==> src/rtl/core_pkg.sv <==
// core_pkg: shared register-address types and the per-stage tracking record
// for the 8-register, 5-stage core.
package core_pkg;

  localparam int REG_AW = 3;

  typedef logic [REG_AW-1:0] reg_addr_t;

  // Per-stage record; EX carries every field, later stages a subset.
  typedef struct packed {
    reg_addr_t rs1;
    reg_addr_t rs2;
    reg_addr_t rd;
    logic      regwrite;
    logic      memread;
  } stage_t;

  localparam stage_t STAGE_NOP = '0;

  // A producer rd hits the ID sources; register 0 never counts as a producer.
  function automatic logic src_match(reg_addr_t prod_rd, reg_addr_t rs1,
                                     reg_addr_t rs2, logic uses_rs2);
    return (prod_rd != '0) && ((prod_rd == rs1) || (uses_rs2 && (prod_rd == rs2)));
  endfunction

endpackage

==> src/rtl/hazard_track_if.sv <==
// hazard_track_if: ID-stage inputs, memory wait and the tracked/hazard outputs
// exchanged between the core pipeline (master) and hazard_track (slave).
interface hazard_track_if
  import core_pkg::*;
#(
  parameter int CNT_W = 16
) ();

  reg_addr_t        rs1;
  reg_addr_t        rs2;
  reg_addr_t        rd;
  logic             RegWrite;
  logic             MemRead;
  logic             UsesRs2;
  logic             Branch;
  logic             mem_wait;

  reg_addr_t        rs1EX;
  reg_addr_t        rs2EX;
  reg_addr_t        rdEX;
  reg_addr_t        rdMEM;
  reg_addr_t        rdWB;
  logic             RegWriteEX;
  logic             RegWriteMEM;
  logic             RegWriteWB;
  logic             MemReadEX;
  logic             MemReadMEM;
  logic             stall;
  logic             bubble;
  logic [CNT_W-1:0] stall_cycles;

  modport master (
    output rs1, rs2, rd, RegWrite, MemRead, UsesRs2, Branch, mem_wait,
    input  rs1EX, rs2EX, rdEX, rdMEM, rdWB,
    input  RegWriteEX, RegWriteMEM, RegWriteWB, MemReadEX, MemReadMEM,
    input  stall, bubble, stall_cycles
  );

  modport slave (
    input  rs1, rs2, rd, RegWrite, MemRead, UsesRs2, Branch, mem_wait,
    output rs1EX, rs2EX, rdEX, rdMEM, rdWB,
    output RegWriteEX, RegWriteMEM, RegWriteWB, MemReadEX, MemReadMEM,
    output stall, bubble, stall_cycles
  );

endinterface

==> src/rtl/hazard_track_detect.sv <==
// hazard_detect: combinational load-use and branch-operand hazard terms.
// Optional macro BRANCH_STALL_EN enables the branch hazard; without it br_o=0.
module hazard_detect
  import core_pkg::*;
(
  input  stage_t    ex_i,
  input  reg_addr_t mem_rd_i,
  input  logic      mem_regwrite_i,
  input  logic      mem_memread_i,
  input  reg_addr_t rs1_i,
  input  reg_addr_t rs2_i,
  input  logic      uses_rs2_i,
  input  logic      branch_i,
  output logic      lu_o,
  output logic      br_o
);

  // A load in EX whose result an ID source needs cannot be forwarded in time.
  assign lu_o = ex_i.memread & ex_i.regwrite &
                src_match(ex_i.rd, rs1_i, rs2_i, uses_rs2_i);

`ifdef BRANCH_STALL_EN
  // Branches compare in ID: any producer in EX, or a load still in MEM, must
  // advance one more stage before its value can reach the comparator.
  assign br_o = branch_i &
                ((ex_i.regwrite & src_match(ex_i.rd, rs1_i, rs2_i, uses_rs2_i)) |
                 (mem_memread_i & mem_regwrite_i &
                  src_match(mem_rd_i, rs1_i, rs2_i, uses_rs2_i)));
`else
  // Branch operands are scheduled far enough from producers by the toolchain.
  assign br_o = 1'b0;
  wire unused_br_inputs = &{1'b0, branch_i, mem_rd_i, mem_regwrite_i, mem_memread_i};
`endif

endmodule

==> src/rtl/hazard_track.sv <==
// hazard_track: EX/MEM/WB register-address tracker with load-use (and
// optional branch, macro BRANCH_STALL_EN) stall/bubble generation, a memory
// wait freeze and a saturating stall-cycle counter.
module hazard_track
  import core_pkg::*;
#(
  parameter int CNT_W = 16
) (
  input  logic           clk,
  input  logic           reset,
  hazard_track_if.slave  bus
);

  stage_t           ex_q, ex_d;
  reg_addr_t        mem_rd_q, mem_rd_d;
  logic             mem_rw_q, mem_rw_d;
  logic             mem_mr_q, mem_mr_d;
  reg_addr_t        wb_rd_q, wb_rd_d;
  logic             wb_rw_q, wb_rw_d;
  logic [CNT_W-1:0] cnt_q, cnt_d;
  stage_t           id_s;
  logic             lu, br;
  logic             stall_s, bubble_s;

  hazard_detect u_detect (
    .ex_i           (ex_q),
    .mem_rd_i       (mem_rd_q),
    .mem_regwrite_i (mem_rw_q),
    .mem_memread_i  (mem_mr_q),
    .rs1_i          (bus.rs1),
    .rs2_i          (bus.rs2),
    .uses_rs2_i     (bus.UsesRs2),
    .branch_i       (bus.Branch),
    .lu_o           (lu),
    .br_o           (br)
  );

  // Advance mode: freeze beats hazard bubble beats normal shift.
  always_comb begin
    id_s     = '{rs1: bus.rs1, rs2: bus.rs2, rd: bus.rd,
                 regwrite: bus.RegWrite, memread: bus.MemRead};
    ex_d     = ex_q;
    mem_rd_d = mem_rd_q;
    mem_rw_d = mem_rw_q;
    mem_mr_d = mem_mr_q;
    wb_rd_d  = wb_rd_q;
    wb_rw_d  = wb_rw_q;
    cnt_d    = cnt_q;
    stall_s  = 1'b0;
    bubble_s = 1'b0;
    if (bus.mem_wait) begin
      stall_s = 1'b1;
    end else begin
      mem_rd_d = ex_q.rd;
      mem_rw_d = ex_q.regwrite;
      mem_mr_d = ex_q.memread;
      wb_rd_d  = mem_rd_q;
      wb_rw_d  = mem_rw_q;
      if (lu | br) begin
        stall_s  = 1'b1;
        bubble_s = 1'b1;
        ex_d     = STAGE_NOP;
      end else begin
        ex_d = id_s;
      end
    end
    if (stall_s && (cnt_q != '1)) begin
      cnt_d = cnt_q + CNT_W'(1);
    end
  end

  // Stage registers and stall counter.
  always_ff @(posedge clk) begin
    if (reset) begin
      ex_q     <= STAGE_NOP;
      mem_rd_q <= '0;
      mem_rw_q <= 1'b0;
      mem_mr_q <= 1'b0;
      wb_rd_q  <= '0;
      wb_rw_q  <= 1'b0;
      cnt_q    <= '0;
    end else begin
      ex_q     <= ex_d;
      mem_rd_q <= mem_rd_d;
      mem_rw_q <= mem_rw_d;
      mem_mr_q <= mem_mr_d;
      wb_rd_q  <= wb_rd_d;
      wb_rw_q  <= wb_rw_d;
      cnt_q    <= cnt_d;
    end
  end

  assign bus.rs1EX        = ex_q.rs1;
  assign bus.rs2EX        = ex_q.rs2;
  assign bus.rdEX         = ex_q.rd;
  assign bus.RegWriteEX   = ex_q.regwrite;
  assign bus.MemReadEX    = ex_q.memread;
  assign bus.rdMEM        = mem_rd_q;
  assign bus.RegWriteMEM  = mem_rw_q;
  assign bus.MemReadMEM   = mem_mr_q;
  assign bus.rdWB         = wb_rd_q;
  assign bus.RegWriteWB   = wb_rw_q;
  assign bus.stall        = stall_s;
  assign bus.bubble       = bubble_s;
  assign bus.stall_cycles = cnt_q;

endmodule

==> src/flat_wrapper.sv <==
// flat-port wrapper written by rule: the top's interface ports become plain ports
module hazard_track_flat import core_pkg::*;
#(
  parameter int CNT_W = 16
)
  (clk, reset, bus_rs1, bus_rs2, bus_rd, bus_RegWrite, bus_MemRead, bus_UsesRs2, bus_Branch, bus_mem_wait, bus_rs1EX, bus_rs2EX, bus_rdEX, bus_rdMEM, bus_rdWB, bus_RegWriteEX, bus_RegWriteMEM, bus_RegWriteWB, bus_MemReadEX, bus_MemReadMEM, bus_stall, bus_bubble, bus_stall_cycles);
  hazard_track_if #(.CNT_W(CNT_W)) bus_i ();
  input  logic clk;
  input  logic reset;
  input wire logic [$bits(bus_i.rs1)-1:0] bus_rs1;
  input wire logic [$bits(bus_i.rs2)-1:0] bus_rs2;
  input wire logic [$bits(bus_i.rd)-1:0] bus_rd;
  input wire logic [$bits(bus_i.RegWrite)-1:0] bus_RegWrite;
  input wire logic [$bits(bus_i.MemRead)-1:0] bus_MemRead;
  input wire logic [$bits(bus_i.UsesRs2)-1:0] bus_UsesRs2;
  input wire logic [$bits(bus_i.Branch)-1:0] bus_Branch;
  input wire logic [$bits(bus_i.mem_wait)-1:0] bus_mem_wait;
  output wire logic [$bits(bus_i.rs1EX)-1:0] bus_rs1EX;
  output wire logic [$bits(bus_i.rs2EX)-1:0] bus_rs2EX;
  output wire logic [$bits(bus_i.rdEX)-1:0] bus_rdEX;
  output wire logic [$bits(bus_i.rdMEM)-1:0] bus_rdMEM;
  output wire logic [$bits(bus_i.rdWB)-1:0] bus_rdWB;
  output wire logic [$bits(bus_i.RegWriteEX)-1:0] bus_RegWriteEX;
  output wire logic [$bits(bus_i.RegWriteMEM)-1:0] bus_RegWriteMEM;
  output wire logic [$bits(bus_i.RegWriteWB)-1:0] bus_RegWriteWB;
  output wire logic [$bits(bus_i.MemReadEX)-1:0] bus_MemReadEX;
  output wire logic [$bits(bus_i.MemReadMEM)-1:0] bus_MemReadMEM;
  output wire logic [$bits(bus_i.stall)-1:0] bus_stall;
  output wire logic [$bits(bus_i.bubble)-1:0] bus_bubble;
  output wire logic [$bits(bus_i.stall_cycles)-1:0] bus_stall_cycles;
  assign bus_i.rs1 = bus_rs1;
  assign bus_i.rs2 = bus_rs2;
  assign bus_i.rd = bus_rd;
  assign bus_i.RegWrite = bus_RegWrite;
  assign bus_i.MemRead = bus_MemRead;
  assign bus_i.UsesRs2 = bus_UsesRs2;
  assign bus_i.Branch = bus_Branch;
  assign bus_i.mem_wait = bus_mem_wait;
  assign bus_rs1EX = bus_i.rs1EX;
  assign bus_rs2EX = bus_i.rs2EX;
  assign bus_rdEX = bus_i.rdEX;
  assign bus_rdMEM = bus_i.rdMEM;
  assign bus_rdWB = bus_i.rdWB;
  assign bus_RegWriteEX = bus_i.RegWriteEX;
  assign bus_RegWriteMEM = bus_i.RegWriteMEM;
  assign bus_RegWriteWB = bus_i.RegWriteWB;
  assign bus_MemReadEX = bus_i.MemReadEX;
  assign bus_MemReadMEM = bus_i.MemReadMEM;
  assign bus_stall = bus_i.stall;
  assign bus_bubble = bus_i.bubble;
  assign bus_stall_cycles = bus_i.stall_cycles;
  hazard_track #(.CNT_W(CNT_W)) u_core (.clk(clk), .reset(reset), .bus(bus_i));
endmodule
==> config.mk <==
export PLATFORM = sky130hd
export DESIGN_NAME = hazard_track_flat
export DESIGN_NICKNAME = d
export VERILOG_FILES = /design/src/rtl/core_pkg.sv /design/src/rtl/hazard_track_if.sv /design/src/rtl/hazard_track_detect.sv /design/src/rtl/hazard_track.sv /design/src/flat_wrapper.sv
export SDC_FILE = /design/constraint.sdc
export NUM_CORES = 1
export LEC_CHECK = 0
export ABC_AREA = 0
export CORE_UTILIZATION = 49
export CTS_BUF_LIST = sky130_fd_sc_hd__clkbuf_8
export CTS_CLUSTER_SIZE = 24
export DETAILED_ROUTE_END_ITERATION = 10
export PLACE_DENSITY_LB_ADDON = 0.3
export SLEW_MARGIN = 20
export SYNTH_ARGS = -nofsm -noshare
export SYNTH_HDL_FRONTEND = slang
export SYNTH_SLANG_ARGS = --single-unit
==> constraint.sdc <==
create_clock -name clk -period 2.75 [get_ports clk]
set_clock_uncertainty 0.15 [all_clocks]
set_input_delay 0.55 -clock clk [delete_from_list [all_inputs] [get_ports clk]]
set_output_delay 0.55 -clock clk [all_outputs]
set_load 0.1 [all_outputs]
# Yosys cells after proc, flatten, opt, wreduce, memory -nomap -nowiden
# Index checks and enable logic that the tools add are counted.
# totals
regBits	36
in_bits	16
out_inout_bits	38
word_cells	26
# op_classes
n_addsub	1
eq_ne	3
n_mux	4
bitwise_logic	2
reduce_logical	5
# op_table
cell	n
$add 16x1->16 const B	1
$ne 16x16->1 const B	1
$mux 11	1
$eq 3x3->1	2
$logic_and 1x1->1	3
$mux 1	3
$reduce_bool 3->1	1
$and 1x1->1	2
$logic_or 1x1->1	1

# Logic depth before layout (Yosys ltp)
# Gate-level depths: netlist of the first run.
# logic_depth
word_depth	8
mapped_depth	7
depth_no_buf	5

# Hierarchy
# Synthesis of the first run repeated with hierarchy kept, for this count alone.
# unflattened
cells_unflattened	177
hier_area_um2	1600.3
# modules_own_cells
mod	n_inst	cells_per_inst	area_each_um2	seq_area_each_um2
hazard_track	1	165	1511.4	720.7
hazard_detect	1	12	88.8	0.0

# Worst setup path before layout of the first run
# Ideal clock, no wire load.
# synth_timing
kind	reg2out
from	reg u_core.ex_q (netlist bit u_core.bus.rdEX[1])
to	out bus_bubble
t_arrival_ns	3.169
required_ns	2.050
path_slack_ns	-1.119
path_stages_with_launch	7
path_cell_list	dfxtp_1 -> xor2_1 -> nor3_4 -> o21ai_2 -> buf_6 -> buf_2 -> nor2_1
# synth_between
elab_chain_cells	7
# synth_lines
item	line_no	text
start: declaration	hazard_track.sv:14	stage_t ex_q, ex_d;
start signal: assignment	hazard_track.sv:75	ex_q <= STAGE_NOP;
start signal: assignment	hazard_track.sv:83	ex_q <= ex_d;
$eq 3x3->1	core_pkg.sv:23	return (prod_rd != '0) && ((prod_rd == rs1) || (uses_rs2 && (prod_rd == rs2)));
$logic_and 1x1->1	core_pkg.sv:23	
$logic_or 1x1->1	core_pkg.sv:23	
$logic_and 1x1->1 *	core_pkg.sv:23	
$and 1x1->1 *	hazard_track_detect.sv:19	assign lu_o = ex_i.memread & ex_i.regwrite &
$mux 1 *	hazard_track.sv:59	if (lu | br) begin
$mux 1 *	hazard_track.sv:51	if (bus.mem_wait) begin
end: declaration	flat_wrapper.sv:29	output wire logic [$bits(bus_i.bubble)-1:0] bus_bubble;
# Mark *: on every way between the ends. The rest lies on a longest branch, timed or not.

# Worst setup path after layout of the first run
# layout_timing
from	in bus_rs2[1]
to	out bus_stall
# layout_between
elab_chain_cells	7
# layout_lines
item	line_no	text
start: declaration	flat_wrapper.sv:11	input wire logic [$bits(bus_i.rs2)-1:0] bus_rs2;
$eq 3x3->1	core_pkg.sv:23	
$logic_and 1x1->1	core_pkg.sv:23	
$logic_or 1x1->1	core_pkg.sv:23	
$logic_and 1x1->1	core_pkg.sv:23	
$and 1x1->1	hazard_track_detect.sv:19	
$mux 1	hazard_track.sv:59	
$mux 1	hazard_track.sv:51	
end: declaration	flat_wrapper.sv:28	output wire logic [$bits(bus_i.stall)-1:0] bus_stall;
# Every way passes these cells.

==> flow_results.org, run 1 <==
** Status
- The run finished with clean final reports.

** Final layout
- Area taken by flip-flops and latches :: 728.2 sq um
- Fill cells in the final layout number 287.
- Summing all multi-input logic gate instances after layout gives 1061 sq um.
- The area growth from synthesis to layout is 36.22%.
- Of the cells placed in the final design, the portion with a size suffix greater than 1 is 0.3425.
- For this run, the post-layout net count is 270.
- N_diodes :: 0

** Synthesis
- Top cell type by total area after synthesis :: sky130_fd_sc_hd__dfxtp_1
- For this run, the leading register cell type out of synthesis is sky130_fd_sc_hd__dfxtp_1.
- Synthesis produced a netlist whose cell count is 197.
- Nets in the synthesized netlist :: 214
- The synthesized design contains 0 enable-type register cells.
- Count of distinct cell types in the synthesized netlist :: 41
- Most frequent cells after synthesis :: sky130_fd_sc_hd__dfxtp_1, sky130_fd_sc_hd__nor2_1, sky130_fd_sc_hd__nand2_1
- By area the synthesized netlist is led by sky130_fd_sc_hd__dfxtp_1, sky130_fd_sc_hd__mux2i_1, sky130_fd_sc_hd__a21oi_1, sky130_fd_sc_hd__nand3_1, sky130_fd_sc_hd__nor2_1.
- Most used standard cell by instance count after synthesis :: sky130_fd_sc_hd__dfxtp_1
- Counting flops with an async set or reset pin after synthesis yields a share of 0.
- After synthesis the cells add up to 1834 sq um.
- Averaged over all synthesized cells, the footprint is 9.311 sq um.
- Warning count from the yosys run :: 0
- Of the post-synthesis cell area, the dominant cell type holds 0.3929.
- Sequential area share after synthesis :: 0.3929
- In this run, synthesis produced a sequential element count of 36.

** STA
- Transition at the pin with the smallest max-transition slack :: 0.5399 ns
- Setup repair after global routing left no endpoint under its margin.
- Dividing the final minimum period by the clock period gives 0.9689.
- Peak clock frequency supported by timing :: 375.3 MHz
- Final setup viols :: 0
- The clock period could shrink to 2.665 ns.
- Number of pins exceeding their max-slew limit in the final report :: 0
- Endpoints failing hold :: 0
- Measured against its own limit, the worst slew margin works out to 0.6401.
- Setup total negative slack :: 0 ns

** Power and ir drop
- The analysis attributes to net switching a power of 376.7 uW.
- Internal power comes to 874.7 uW.
- Part of the total power dissipated in the clock network :: 0.364
- Peak supply drop :: 359.7 uV
- Power spread over the standard cell area amounts to 500.8 nW/um^2.
- Total power consumption of the routed design :: 1.251 mW
- Relative contribution of combinational cells to total power :: 0.194
- Of the total power, the share spent switching nets is 0.3010.
- Summed over all cells, the static leakage comes to 1.045 nW.
- Of the total power, registers draw 0.442.

** Min path
- In this run the most critical hold path is launched from u_core.bus.rs1EX[0].
- The min-delay analysis places its worst path in the category reg2reg.
- Worst hold path endpoint :: u_core.bus.rs1EX[0]
- Depth of the worst hold-timing path :: 2

** Critical path
- Startpoint types :: input pin
- The critical path is of the in2out type.
- In this run the critical register-to-register path is captured at u_core.bus.stall_cycles[11].
- Kind of end point of the critical path :: output pin
- Worst setup slack for register-to-register paths :: 0.53 ns
- Depth of the worst register-to-register path :: 7
- Data arrival time at the worst-slack endpoint :: 1.96 ns
- Data on the critical path is required at its endpoint by 2.05 ns.
- The worst register-to-register path begins at u_core.bus.rdEX[1].
- In this run the worst path has a maximum fanout of 8.

** Clock network
- Counting along the longest clock path gives a buffer depth of 2.
- The tree built by TritonCTS fans out to 36 sinks.
- TritonCTS clock tree :: yes
- At the later pin of the worst-skew pair, clock insertion delay measures 0.30 ns.
- Counting the buffers created by CTS gives 5.
- Total of hold buffers inserted after clock tree synthesis :: 0
- Clock-pin slew was measured on the worst setup and hold paths at 0.07 ns.
- The H-tree was split into 2 levels.
- Root buf cell :: sky130_fd_sc_hd__clkbuf_8

** Die
- In this run the standard cell core region covers 3468 sq um.
- The initialized floorplan defines 21 standard-cell rows.
- Overall die area :: 3992 sq um
- Measured along the x axis, the die boundary spans 63.19 um.
- The die is 63.19 um tall.
- Starting density of the core :: 0.5289
- 54 I/O pins were placed.

** Global routing
- Summed over all layers, the global routing overflow is 0.
- Total global routing track utilization :: 0.2248
- Maximum number of pins on one net before global-route repair :: 47
- The via count of the first global-routing pass is 1497.
- Number of antenna violations at the first check in global routing :: 0
- The first global-routing pass estimated 6996 um of wire.

** Drt
- In the routed design, unresolved DRC markers number 0.
- Drt via density :: 5.413
- First-iteration detailed-routing DRC count :: 94
- Final routed wirelength across all metal layers :: 4161 um
- After detailed routing, the average wire length per cell comes to 13.87 um.
- Once detail routing completed, the nets flagged for antenna violations numbered 0.
- The detailed router placed 1624 vias in this run.
- 1st-pass router iterations :: 4

** Flow run
- The tool flagged a number of max-cap violations equal to 0.

** Place
- Detailed placement ended at an HPWL of 2905 um.
- Final GP Congestion :: 0.8161
- Port buffering added 52 buffers.
==> metal layers <==
layer | GRT usage | wire length [um]
met2 | 0.3495 | 2006
met3 | 0.07609 | 201
met4 | 0.09943 | 65
met5 | 0 | 0
met1 | 0.2806 | 1889
==> critical path, cell delays in order <==
cell and delay, ns:
sky130_fd_sc_hd__clkdlybuf4s50_1 0.44, sky130_fd_sc_hd__xnor2_1 0.13, sky130_fd_sc_hd__and4_1 0.23, sky130_fd_sc_hd__o21ai_2 0.18, sky130_fd_sc_hd__buf_6 0.16, sky130_fd_sc_hd__nand2_2 0.07, sky130_fd_sc_hd__buf_12 0.19
==> how the worst max path moves through the flow <==
stage / end / from / cells past startpoint / slack, ns
2_1_floorplan: u_core.bus.stall_cycles[15] / u_core.bus.stall_cycles[3] / 5 / 0.008
3_3_place_gp: bus_stall / bus_rs1[2] / 7 / -0.02
3_5_place_dp: bus_stall / bus_rs1[2] / 7 / -0.03
4_1_cts: bus_stall / bus_rs1[2] / 7 / 0.000006
5_1_grt: bus_stall / bus_rs2[1] / 7 / 0.02
6_report: bus_stall / bus_rs2[1] / 7 / 0.09
==> stage by stage <==
step	instance area [sq um]	utilization	setup slack, ns	hold WS (ns)	std cells
4_1_cts	2487	0.7172	0.000005551	0.3179	299
5_1_grt	2499	0.7204	0.01871	0.3410	300
2_1_floorplan	1852	-	0.008418	0.5560	197
6_report	2499	0.7204	0.08540	0.3129	300
3_3_place_gp	2357	0.6797	-0.01786	0.3048	291
3_5_place_dp	2357	0.6797	-0.03287	0.3089	291
==> timing repair <==
action                     in CTS  in global routing
buffers inserted                0                  1
gates resized for setup         3                  1
setup endpoints to repair       1                  2
pin swaps                       0                  1
==> flip-flops by register name, indices dropped and copies added, names as in the netlist <==
signal	cells
u_core.bus.rs1EX	3
u_core.bus.RegWriteEX	1
u_core.bus.MemReadMEM	1
u_core.bus.rdWB	3
u_core.bus.rs2EX	3
u_core.bus.MemReadEX	1
u_core.bus.rdEX	3
u_core.bus.rdMEM	3
u_core.bus.RegWriteWB	1
u_core.bus.RegWriteMEM	1
u_core.bus.stall_cycles	16
==> power groups by stage <==
| stage | clock network (mW) | registers [mW] | logic [mW] |
|---|---|---|---|
| 5_1_grt | 0.495 | 0.555 | 0.255 |
| 6_report | 0.456 | 0.553 | 0.242 |
| 2_1_floorplan | 0 | 0.663 | 0.0753 |
| 3_3_place_gp | 0 | 0.564 | 0.238 |
| 3_5_place_dp | 0 | 0.564 | 0.240 |
| 4_1_cts | 0.465 | 0.553 | 0.243 |
==> area by class of cell <==
type                    count  area share
well taps                  46     0.02303
flip-flops and latches     36      0.2914
clock buffers               5     0.02754
clock inverters             3     0.01552
multi-input cells         145      0.4246
repair buffers             63      0.2148
inverters                   2    0.003005
==> cell families (layout without fill, tap and decap cells) <==
logic type	Yosys count	in the layout	share of synthesized area
xor gates and xnor gates	6	6	0.02865
adders and majority gates	1	1	0.006820
AOI/OAI and AO/OA	34	34	0.1426
DFF	36	36	0.3929
buffers and inverters	16	73	0.04639
muxes	19	19	0.1146
and+or+nand+nor	85	85	0.2681
==> layout by cell type, fill, tap and decap left out, drive strengths merged <==
cell type and count:
clkdlybuf4s50 14, or3b 1, nand4 5, nand3 15, ha 1, mux2 10
nand2 18, a21oi 17, and3 1, a211oi 5, clkbuf 5, buf 49
or4 4, nand2b 1, xnor2 3, clkinv 1, nor2b 10, o32ai 1
xor2 3, or3 2, o31ai 4, a2111oi 3, and4 2, o311a 1
o21ai 3, nor4 1, mux2i 9, nor3 4, inv 3, dfxtp 36
or2 1, nor2 20, bufinv 1
Power figures use the tool's default switching activity.
==> inputs of run 2 (changes only) <==
Settings changed: SKIP_LAST_GASP set to 1.
==> results of run 2 <==
No change in the layout: final DEF, timing and power equal those of run 1.
==> inputs of run 3 (changes only) <==
Settings changed: CELL_PAD_IN_SITES_DETAIL_PLACEMENT set to 1, CELL_PAD_IN_SITES_GLOBAL_PLACEMENT set to 2, CORE_MARGIN set to 3, CORE_UTILIZATION 49 to 29.
==> flow_results.org, run 3 (synthesized netlist as in run 1, its figures left out) <==
** STA
- Endpoints failing hold :: 0 (unchanged)
- Peak clock frequency supported by timing :: 375.2 MHz (about the same)
- The count of final max-slew check failures came to 0 (unchanged).
- Part of the cycle the worst path needs :: 0.9691 (about the same)
- The worst setup slack after layout was 0.08506 ns (-0.0003412 ns).
- Transition at the pin with the smallest max-transition slack :: 0.8532 ns (+0.3132 ns)
- Setup repair after global routing left no endpoint under its margin.
- Period minus WS final :: 2.665 ns (+0.0003412 ns)
- The final-report setup violation count was 0 (unchanged).
- The relative slew slack is 0.4281 (-0.2119).

** Critical path
- The worst setup path is captured at an output pin.
- Data required time at the worst endpoint :: 2.05 ns (about the same)
- Following the worst setup path forward leads to its endpoint at bus_stall.
- Depth of the worst register-to-register path :: 7 (unchanged)
- Startpoint types :: input pin
- The worst reg-to-reg setup slack was 0.46 ns (-0.07 ns).
- The startpoint identified for the worst register-to-register timing path is u_core.bus.rdEX[2].
- The highest fanout seen on the critical path came to 7 (-1).
- Launching element of the worst setup path :: bus_rs2[1]
- The setup path with the least slack is of type in2out.
- The endpoint identified for the worst register-to-register timing path is u_core.bus.stall_cycles[8].
- Data arrival time at the worst-slack endpoint :: 1.96 ns (about the same)

** Die
- Die Span Y :: 85.53 um (+35%)
- The number of top-level pins was 54 (unchanged).
- Starting density of the core :: 0.3044 (-0.2245)
- Placeable core region :: 6026 sq um (+74%)
- The number of rows in the core area was 28 (+33%).
- Width of the die :: 85.53 um (+35%)
- The total die area was 7315 sq um (+83%).

** Power and ir drop
- Static Leak :: 1.043 nW (-0.15%)
- The worst supply voltage drop on vdd came to 184.8 uV (-49%).
- The power density over cell area came to 464.2 nW/um^2 (-7.3%).

** Global routing
- GR Overflow Total :: 0 (unchanged)
- The global-route wire length before repair came to 8321 um (+19%).
- The combined global-route utilization of all metal layers is 0.1417 (-0.08311).
- The number of antenna violations at the first check in global routing was 0 (unchanged).
- Via count of the first global-routing pass :: 1677 (+12%)
- Maximum number of pins on one net before global-route repair :: 39 (-17%)

** Place
- Final GP Congestion :: 0.7138 (-13%)
- The placement-stage worst setup slack was -0.1219 ns (-0.08901 ns).
- Post-place instance area :: 2414 sq um (+2.4%)
- Port Buf Inserts :: 52 (unchanged)
- HPWL Detailed :: 3571 um (+23%)

** Drt
- The via count was 1633 (+0.55%).
- Final routed wirelength across all metal layers :: 4909 um (+18%)
- Routed WL per cell :: 14.88 um (+7.3%)
- First-iteration detailed-routing DRC count :: 60 (-36%)
- The detailed-route vias per instance came to 4.948 (-8.6%).
- The iteration count of the initial detailed-routing pass is 4 (unchanged).
- The number of nets with antenna violations after routing came to 0 (unchanged).
- The post-route DRC violation count came to 0 (unchanged).

** Final layout
- The number of nets at the end of the flow is 271 (+0.37%).
- The ratio of cells with drive above 1 in the final layout is 0.3490 (+0.006500).
- Commonest cells after routing, fill and taps aside :: sky130_fd_sc_hd__buf_4, sky130_fd_sc_hd__dfxtp_1, sky130_fd_sc_hd__nor2_1
- Total non-filler cell area in the finished layout :: 2535 sq um (+1.5%)
- The flip-flop count of the largest register after layout came to 16 (unchanged).
- Leaving out fill and tap cells, the most frequent cell in the layout is sky130_fd_sc_hd__buf_4.
- The diode insertion count for antenna repair is 0 (unchanged).
- Filler cell count :: 725 (+150%)
- Synth-to-layout area growth :: 38.20%

** Flow run
- The total of max-cap violations was 0 (unchanged).

** Clock network
- The total number of clock tree sinks came to 36 (unchanged).
- The quantity of hold-fixing buffers added after cts was 0 (unchanged).
- Buffer depth of the longest clock path :: 2 (unchanged)
- CTS H-Tree Depth :: 2 (unchanged)
- TritonCTS built the clock tree.
- Number of CTS-inserted buffers :: 5 (unchanged)
- Root buf cell :: sky130_fd_sc_hd__clkbuf_8
- Clock insertion delay at the later pin of the skew report :: 0.29 ns (about the same)
- Post-CTS clock slew at the launch and capture registers of the worst setup and hold paths :: 0.08 ns (about the same)

** Min path
- The path class of the tightest hold or removal check is reg2reg.

** Status
- Status :: complete, no violations
## run 3: cell types whose count changed in the layout (fill, tap and decap cells not counted)
| cell | change |
|---|---|
| sky130_fd_sc_hd__inv_1 | -1 |
| sky130_fd_sc_hd__bufinv_16 | -1 |
| sky130_fd_sc_hd__clkinv_4 | +1 |
| sky130_fd_sc_hd__clkinv_2 | +1 |
| sky130_fd_sc_hd__buf_12 | +1 |
## run 3: repair_timing
action | 4_1_cts | 5_1_grt
setup buffers | 1 | 0
resized for setup | 3 | 1
pin swaps | 1 | 0
setup endpoints to repair | 1 | 1
## run 3: power by group
group	switching [mW]	total [mW]	internal (mW)	leakage [nW]
combinational	0.171	0.241	0.0702	0.700
sequential	0.0172	0.553	0.536	0.295
clock	0.205	0.382	0.177	0.0479
total	0.394	1.18	0.783	1.04
## run 3: cell type report
class / count / area (sq um) / share of cell area
clock inverter: 3 / 18.77 / 0.007404
multi-input combinational: 145 / 1061 / 0.4186
tap: 75 / 93.84 / 0.03702
inverter: 2 / 7.507 / 0.002962
clock buffer: 5 / 68.82 / 0.02715
timing repair buffer: 64 / 556.8 / 0.2196
sequential: 36 / 728.2 / 0.2873
## run 3: worst min path at each step
stage,startpoint,endpoint,slack (ns),cells past startpoint
after floorplan,bus_MemRead,u_core.bus.MemReadEX,0.56,2
after global placement,u_core.bus.rs1EX[2],u_core.bus.rs1EX[2],0.31,2
after detailed placement,u_core.bus.rs2EX[0],u_core.bus.rs2EX[0],0.31,2
after CTS,u_core.bus.rs2EX[0],u_core.bus.rs2EX[0],0.32,2
after global routing,u_core.bus.rs1EX[2],u_core.bus.rs1EX[2],0.34,2
final,u_core.bus.rs2EX[0],u_core.bus.rs2EX[0],0.31,2
## run 3: through the flow
stage | TNS (ns) | power [mW] | util | std cells | hold WS [ns]
after floorplan | 0 | 0.7378 | - | 197 | 0.5560
after global placement | -0.3148 | 0.8039 | 0.4005 | 321 | 0.3057
after detailed placement | -0.3941 | 0.8063 | 0.4005 | 321 | 0.3067
after CTS | 0 | 1.200 | 0.4201 | 330 | 0.3193
after global routing | 0 | 1.230 | 0.4207 | 330 | 0.3427
final | 0 | 1.177 | 0.4207 | 330 | 0.3149
## run 3: worst max-delay path: stages
cell	delay, ns
sky130_fd_sc_hd__clkdlybuf4s50_1	0.44
sky130_fd_sc_hd__xnor2_1	0.14
sky130_fd_sc_hd__and4_1	0.23
sky130_fd_sc_hd__o21ai_2	0.18
sky130_fd_sc_hd__buf_6	0.15
sky130_fd_sc_hd__nand2_2	0.07
sky130_fd_sc_hd__buf_12	0.19
## run 3: layer usage
layer / up-vias / wire, um / track usage
met2: 26 / 2434 / 0.2387
li1: 815 / - / -
met1: 787 / 2214 / 0.1808
met5: - / 0 / 0
met3: 5 / 208 / 0.02882
met4: 0 / 51 / 0.04748
